===== src/rtl/io_output_pkg.sv =====
// Shared constants for the memory-mapped output-port block:
// port word indices, blank control bit and the hex 7-segment table.
package io_output_pkg;

  localparam logic [5:0] IO_OUT0   = 6'h20;
  localparam logic [5:0] IO_OUT1   = 6'h21;
  localparam logic [5:0] IO_OUT2   = 6'h22;
  localparam int         BLANK_BIT = 31;

  localparam logic [7:0] AN_OFF  = 8'hFF;
  localparam logic [6:0] SEG_OFF = 7'h7F;

  // Active-low {g,f,e,d,c,b,a} patterns, entry 15 first
  localparam logic [15:0][6:0] SEG_TABLE = {
    7'h0E, 7'h06, 7'h21, 7'h46, 7'h03, 7'h08, 7'h10, 7'h00,
    7'h78, 7'h02, 7'h12, 7'h19, 7'h30, 7'h24, 7'h79, 7'h40
  };

  function automatic logic [6:0] seg_lookup(input logic [3:0] nib);
    return SEG_TABLE[nib];
  endfunction

endpackage


===== src/rtl/io_output_seg7.sv =====
// 8-digit multiplexed 7-segment scanner: prescaler, digit counter and
// registered anode/cathode drive for a 32-bit hex value.
module io_output_seg7
  import io_output_pkg::*;
#(
  parameter int SCAN_DIV = 50000
) (
  input  logic        io_clk,
  input  logic        resetn,
  input  logic [15:0] digits_lo,
  input  logic [15:0] digits_hi,
  input  logic        blank,
  output logic [7:0]  seg_an,
  output logic [6:0]  seg_cat
);

  localparam int             PW        = $clog2(SCAN_DIV);
  localparam logic [PW-1:0]  PRESC_MAX = PW'(SCAN_DIV - 1);

  logic [PW-1:0] presc_r;
  logic [2:0]    idx_r;
  logic          tick_s;
  logic [31:0]   digits_s;
  logic [3:0]    nib_s;
  logic [7:0]    an_s;
  logic [6:0]    cat_s;
  logic [7:0]    seg_an_r;
  logic [6:0]    seg_cat_r;

  assign tick_s   = (presc_r == PRESC_MAX);
  assign digits_s = {digits_hi, digits_lo};
  assign nib_s    = digits_s[{idx_r, 2'b00} +: 4];

  // Prescaler and digit index; counters run even while blanked
  always_ff @(posedge io_clk or negedge resetn) begin
    if (!resetn) begin
      presc_r <= {PW{1'b0}};
      idx_r   <= 3'd0;
    end else if (tick_s) begin
      presc_r <= {PW{1'b0}};
      idx_r   <= idx_r + 3'd1;
    end else begin
      presc_r <= presc_r + PW'(1'b1);
      idx_r   <= idx_r;
    end
  end

  // Drive pattern for the current digit
  always_comb begin
    an_s  = AN_OFF;
    cat_s = SEG_OFF;
    if (blank) begin
      an_s  = AN_OFF;
      cat_s = SEG_OFF;
    end else begin
      an_s  = ~(8'b0000_0001 << idx_r);
      cat_s = seg_lookup(nib_s);
    end
  end

  // Registered display outputs
  always_ff @(posedge io_clk or negedge resetn) begin
    if (!resetn) begin
      seg_an_r  <= AN_OFF;
      seg_cat_r <= SEG_OFF;
    end else begin
      seg_an_r  <= an_s;
      seg_cat_r <= cat_s;
    end
  end

  assign seg_an  = seg_an_r;
  assign seg_cat = seg_cat_r;

endmodule


===== src/rtl/io_output.sv =====
// Memory-mapped output ports for the single-cycle CPU store path, with
// a built-in hex display of out_port0[15:0] and out_port1[15:0].
module io_output
  import io_output_pkg::*;
#(
  parameter int SCAN_DIV = 50000
) (
  input  logic        io_clk,
  input  logic        resetn,
  input  logic [31:0] addr,
  input  logic [31:0] datain,
  input  logic        write_io_enable,
  output logic [31:0] out_port0,
  output logic [31:0] out_port1,
  output logic [31:0] out_port2,
  output logic        wr_ack,
  output logic [7:0]  seg_an,
  output logic [6:0]  seg_cat
);

  logic [31:0] port0_r;
  logic [31:0] port1_r;
  logic [31:0] port2_r;
  logic        wr_ack_r;
  logic        sel0_s;
  logic        sel1_s;
  logic        sel2_s;
  logic        accept_s;
  logic        unused_addr_s;

  // Only word-index bits select a port
  assign unused_addr_s = ^{addr[31:8], addr[1:0]};

  // Address decode of the store strobe
  always_comb begin
    sel0_s = 1'b0;
    sel1_s = 1'b0;
    sel2_s = 1'b0;
    if (write_io_enable) begin
      case (addr[7:2])
        IO_OUT0: sel0_s = 1'b1;
        IO_OUT1: sel1_s = 1'b1;
        IO_OUT2: sel2_s = 1'b1;
        default: begin
          sel0_s = 1'b0;
          sel1_s = 1'b0;
          sel2_s = 1'b0;
        end
      endcase
    end else begin
      sel0_s = 1'b0;
      sel1_s = 1'b0;
      sel2_s = 1'b0;
    end
  end

  assign accept_s = sel0_s | sel1_s | sel2_s;

  // Port registers and write acknowledge
  always_ff @(posedge io_clk or negedge resetn) begin
    if (!resetn) begin
      port0_r  <= 32'h0000_0000;
      port1_r  <= 32'h0000_0000;
      port2_r  <= 32'h0000_0000;
      wr_ack_r <= 1'b0;
    end else begin
      if (sel0_s) port0_r <= datain;
      if (sel1_s) port1_r <= datain;
      if (sel2_s) port2_r <= datain;
      wr_ack_r <= accept_s;
    end
  end

  assign out_port0 = port0_r;
  assign out_port1 = port1_r;
  assign out_port2 = port2_r;
  assign wr_ack    = wr_ack_r;

  io_output_seg7 #(
    .SCAN_DIV (SCAN_DIV)
  ) u_seg7 (
    .io_clk    (io_clk),
    .resetn    (resetn),
    .digits_lo (port0_r[15:0]),
    .digits_hi (port1_r[15:0]),
    .blank     (port2_r[BLANK_BIT]),
    .seg_an    (seg_an),
    .seg_cat   (seg_cat)
  );

endmodule


===== config.mk =====
export PLATFORM = sky130hd
export DESIGN_NAME = io_output
export DESIGN_NICKNAME = d
export VERILOG_FILES = /design/src/rtl/io_output_pkg.sv /design/src/rtl/io_output_seg7.sv /design/src/rtl/io_output.sv
export SDC_FILE = /design/constraint.sdc
export NUM_CORES = 1
export LEC_CHECK = 0
export BUFFER_PORTS_ARGS = -buffer_cell sky130_fd_sc_hd__buf_2
export CAP_MARGIN = 20
export CELL_PAD_IN_SITES_DETAIL_PLACEMENT = 1
export CELL_PAD_IN_SITES_GLOBAL_PLACEMENT = 2
export CORE_MARGIN = 2
export CORE_UTILIZATION = 37
export DETAILED_ROUTE_END_ITERATION = 6
export PLACE_DENSITY = 0.93
export SLEW_MARGIN = 0
export SYNTH_ARGS = -nofsm -noshare
export SYNTH_HDL_FRONTEND = slang
export SYNTH_HIERARCHICAL = 1
export SYNTH_SLANG_ARGS = --single-unit

===== constraint.sdc =====
create_clock -name io_clk -period 5.5 [get_ports io_clk]
set_input_delay 1.1 -clock io_clk [delete_from_list [all_inputs] [get_ports io_clk]]
set_output_delay 1.1 -clock io_clk [all_outputs]
set_load 0.02 [all_outputs]

==> out/metrics.yaml <==
num_rows: 46
fin_cells: 769
crit_type: "flop to flop"
seq_area_frac_synth_pct: 56.0
start_util_pct: 37.5
synth-edff-count: 0
grt_overflow: 0
cts_buffer_depth: 2
final_nets: 620
crit_slowest_cell: "dfrtp_1"
setup_slack_ns: 2.25
seqPwrFrac_pct: 42.2
rsz0062_at_grt: "no"
cts_tree: "built"
yosys-top-cells-area: "dfrtp_1 49%, mux2_4 16%, mux2_2 6.9%"
final_hold_viol_count: 0
hold_ws_ns: 0.498
gp_congestion: 0.801
antennaDiodeCount: 0
pwr_density_cell_nw_per_um2: 373
dieWidth_um: 130
ys_warn_count: 6
dr_total_vias: 3713
max_slew_margin_pct: 37.5
tns_ns: 0
clk_latency_ns: 0.42
end_kind: "flop"
fmax_mhz: 308
clkPwrFrac_pct: 38.7
place_area_um2: 6790
slowest_delay_ns: 0.85
path_cells: "mux4_2 > mux2i_1 > inv_1 > ha_1 > a21boi_0 > a2111oi_0 > a21oi_1"
hold_buffers: 0
synth_top_area_cell: "dfrtp_1"
die_h_um: 130
post-route-util_pct: 46.9
placedCellCount: 736
ys_ff_latch: 131
grt_max_degree: 81
comb_power_share_pct: 19.1
cts_resized: 0
path_clk_slew_ns: 0.06
cts_buffers: 17
p_leak_nw: 3.92
yosysTopAreaCellShare_pct: 49.3
synth_nets: 462
power.internal_mw: 1.95
synthCells: 382
p_total_mw: 2.75
io_pins: 179
power_switching_uw: 804
outcome: "finished, final reports clean"
critical_path_required_ns: 5.82
drtAntennaViolNets: 0
place_ws_ns: 2.34
antenna_found_initial: 0
reg2reg_slack_ns: 2.25
fin_crit_sh_pct: 59.1
cts_sinks: 131
grt_pass1_vias: 4211
cp_max_fo: 13
crit_arrival_ns: 3.57
start_kind: "flop"
synth.most_common_cell: "dfrtp_1"
setup_violations: 0
skew_ns: 0.0176
vias_per_cell: 4.83
stdcell_area_um2: 7370
hold_path_class: "flop to flop"
vdd_drop_max_mv: 0.189
synthFlopType: "dfrtp_1"
synth_area_um2: 5880
place_hpwl_um: 9980
firstDrtPassIters: 4
routed_wl_um: 14500
core_area_um2: 15700
drv_slew: 0
layout-drive-gt1-share_pct: 56.2
htreeDepth: 4
clock-root-buffer: "clkbuf_16"
postSynth.asyncResetShare_pct: 100
swShare_pct: 29.2
track_usage_pct: 18.2
ys_types: 48
post_cts_buffers: 0
fin_crit_ns: 3.25
drt_iter0_drc: 117
port_buffers: 152
synthTopCellsByCount: "116 x dfrtp_1, 61 x mux2_4, 36 x mux2_2"
cap_violations: 0
die-area_um2: 16900
detail_route.wl_per_cell_um: 18.8
remaining_drc_errors: 0
tightestPinTransition_ns: 0.937
avgSynthCellArea_um2: 15.4
syn_to_final_growth_pct: 25.2
grt_first_pass_wirelength_um: 23200
[state kept, by name, summed over array words and instances (netlist names)]
name	flops
out_port2	32
out_port1	32
u_seg7/idx_r	3
u_seg7/presc_r	16
u_seg7/seg_cat	7
wr_ack	1
u_seg7/seg_an	8
out_port0	32
[cell usage in the layout (no fill, tap or decap), types with 3 or more instances in the layout]
cell / count
dfstp_2: 15
clkinv_2: 3
xor2_1: 6
mux2i_1: 10
nor3_1: 4
nor4_1: 3
dfrtp_1: 116
nand3_1: 7
clkinv_4: 4
a31oi_1: 3
mux2_4: 61
nor2b_1: 3
xnor2_1: 8
ha_1: 13
clkinvlp_4: 4
o21ai_0: 5
mux2_2: 36
nand2_1: 15
mux4_2: 5
buf_2: 151
a21oi_1: 3
inv_1: 7
clkbuf_16: 17
nor2_1: 16
[final timing paths]
| path | from | end | cells after the start |
|---|---|---|---|
| setup / recovery | u_seg7/idx_r[0] | u_seg7/seg_cat[3] | 7 |
| max in group asynchronous | resetn | out_port2[7] | 2 |
| hold / removal | out_port0[31] | out_port0[31] | 1 |
| hold reg to reg | out_port0[31] | out_port0[31] | 1 |
| setup reg to reg | u_seg7/idx_r[0] | u_seg7/seg_cat[3] | 7 |
| min in group asynchronous | resetn | out_port2[30] | 1 |
[power by group through the flow]
stage | sequential, mW | combinational [mW] | clock, mW
2_1_floorplan | 1.30 | 0.189 | 0
3_3_place_gp | 1.17 | 0.511 | 0
3_5_place_dp | 1.17 | 0.528 | 0
4_1_cts | 1.16 | 0.531 | 1.09
5_1_grt | 1.17 | 0.564 | 1.14
6_report | 1.16 | 0.526 | 1.06
[critical path: cells and delay by family, from the launching register on]
kind            cells  cell delay (ns)
mux                 2             1.11
flops               1             0.85
compound gates      3             0.76
fa+ha+maj           1             0.24
buf+inv             1             0.20
[routing by layer]
metal / up-vias / share of wire (%) / wire length [µm] / global-route usage, %
li1: 1668 / - / - / -
met1: 1908 / 42 / 6090 / 22.0
met2: 119 / 50 / 7230 / 30.3
met3: 18 / 6.6 / 950 / 6.27
met4: 0 / 1.4 / 197 / 6.26
met5: - / 0 / 0 / 0
[logic make-up (layout without fill, tap and decap cells)]
logic type      after synthesis  in the layout  share of synthesized area (%)
compound gates               21             21                           2.89
xor+xnor                     14             14                           2.08
fa+ha+maj                    13             13                           2.76
buf+inv                      23            194                           2.79
flops                       131            131                           56.0
mux                         115            115                           27.1
simple gates                 65             65                           6.36
[area by class of cell]
cell class	instances	area [µm²]
Fill cell	1635	8340
Sequential cell	131	3300
Timing Repair Buffer	154	791
Clock buffer	20	447
Inverter	8	30.0
Tap cell	216	270
Clock inverter	12	110
Multi-Input combinational cell	228	2420
(Power assumes the default switching activity.)
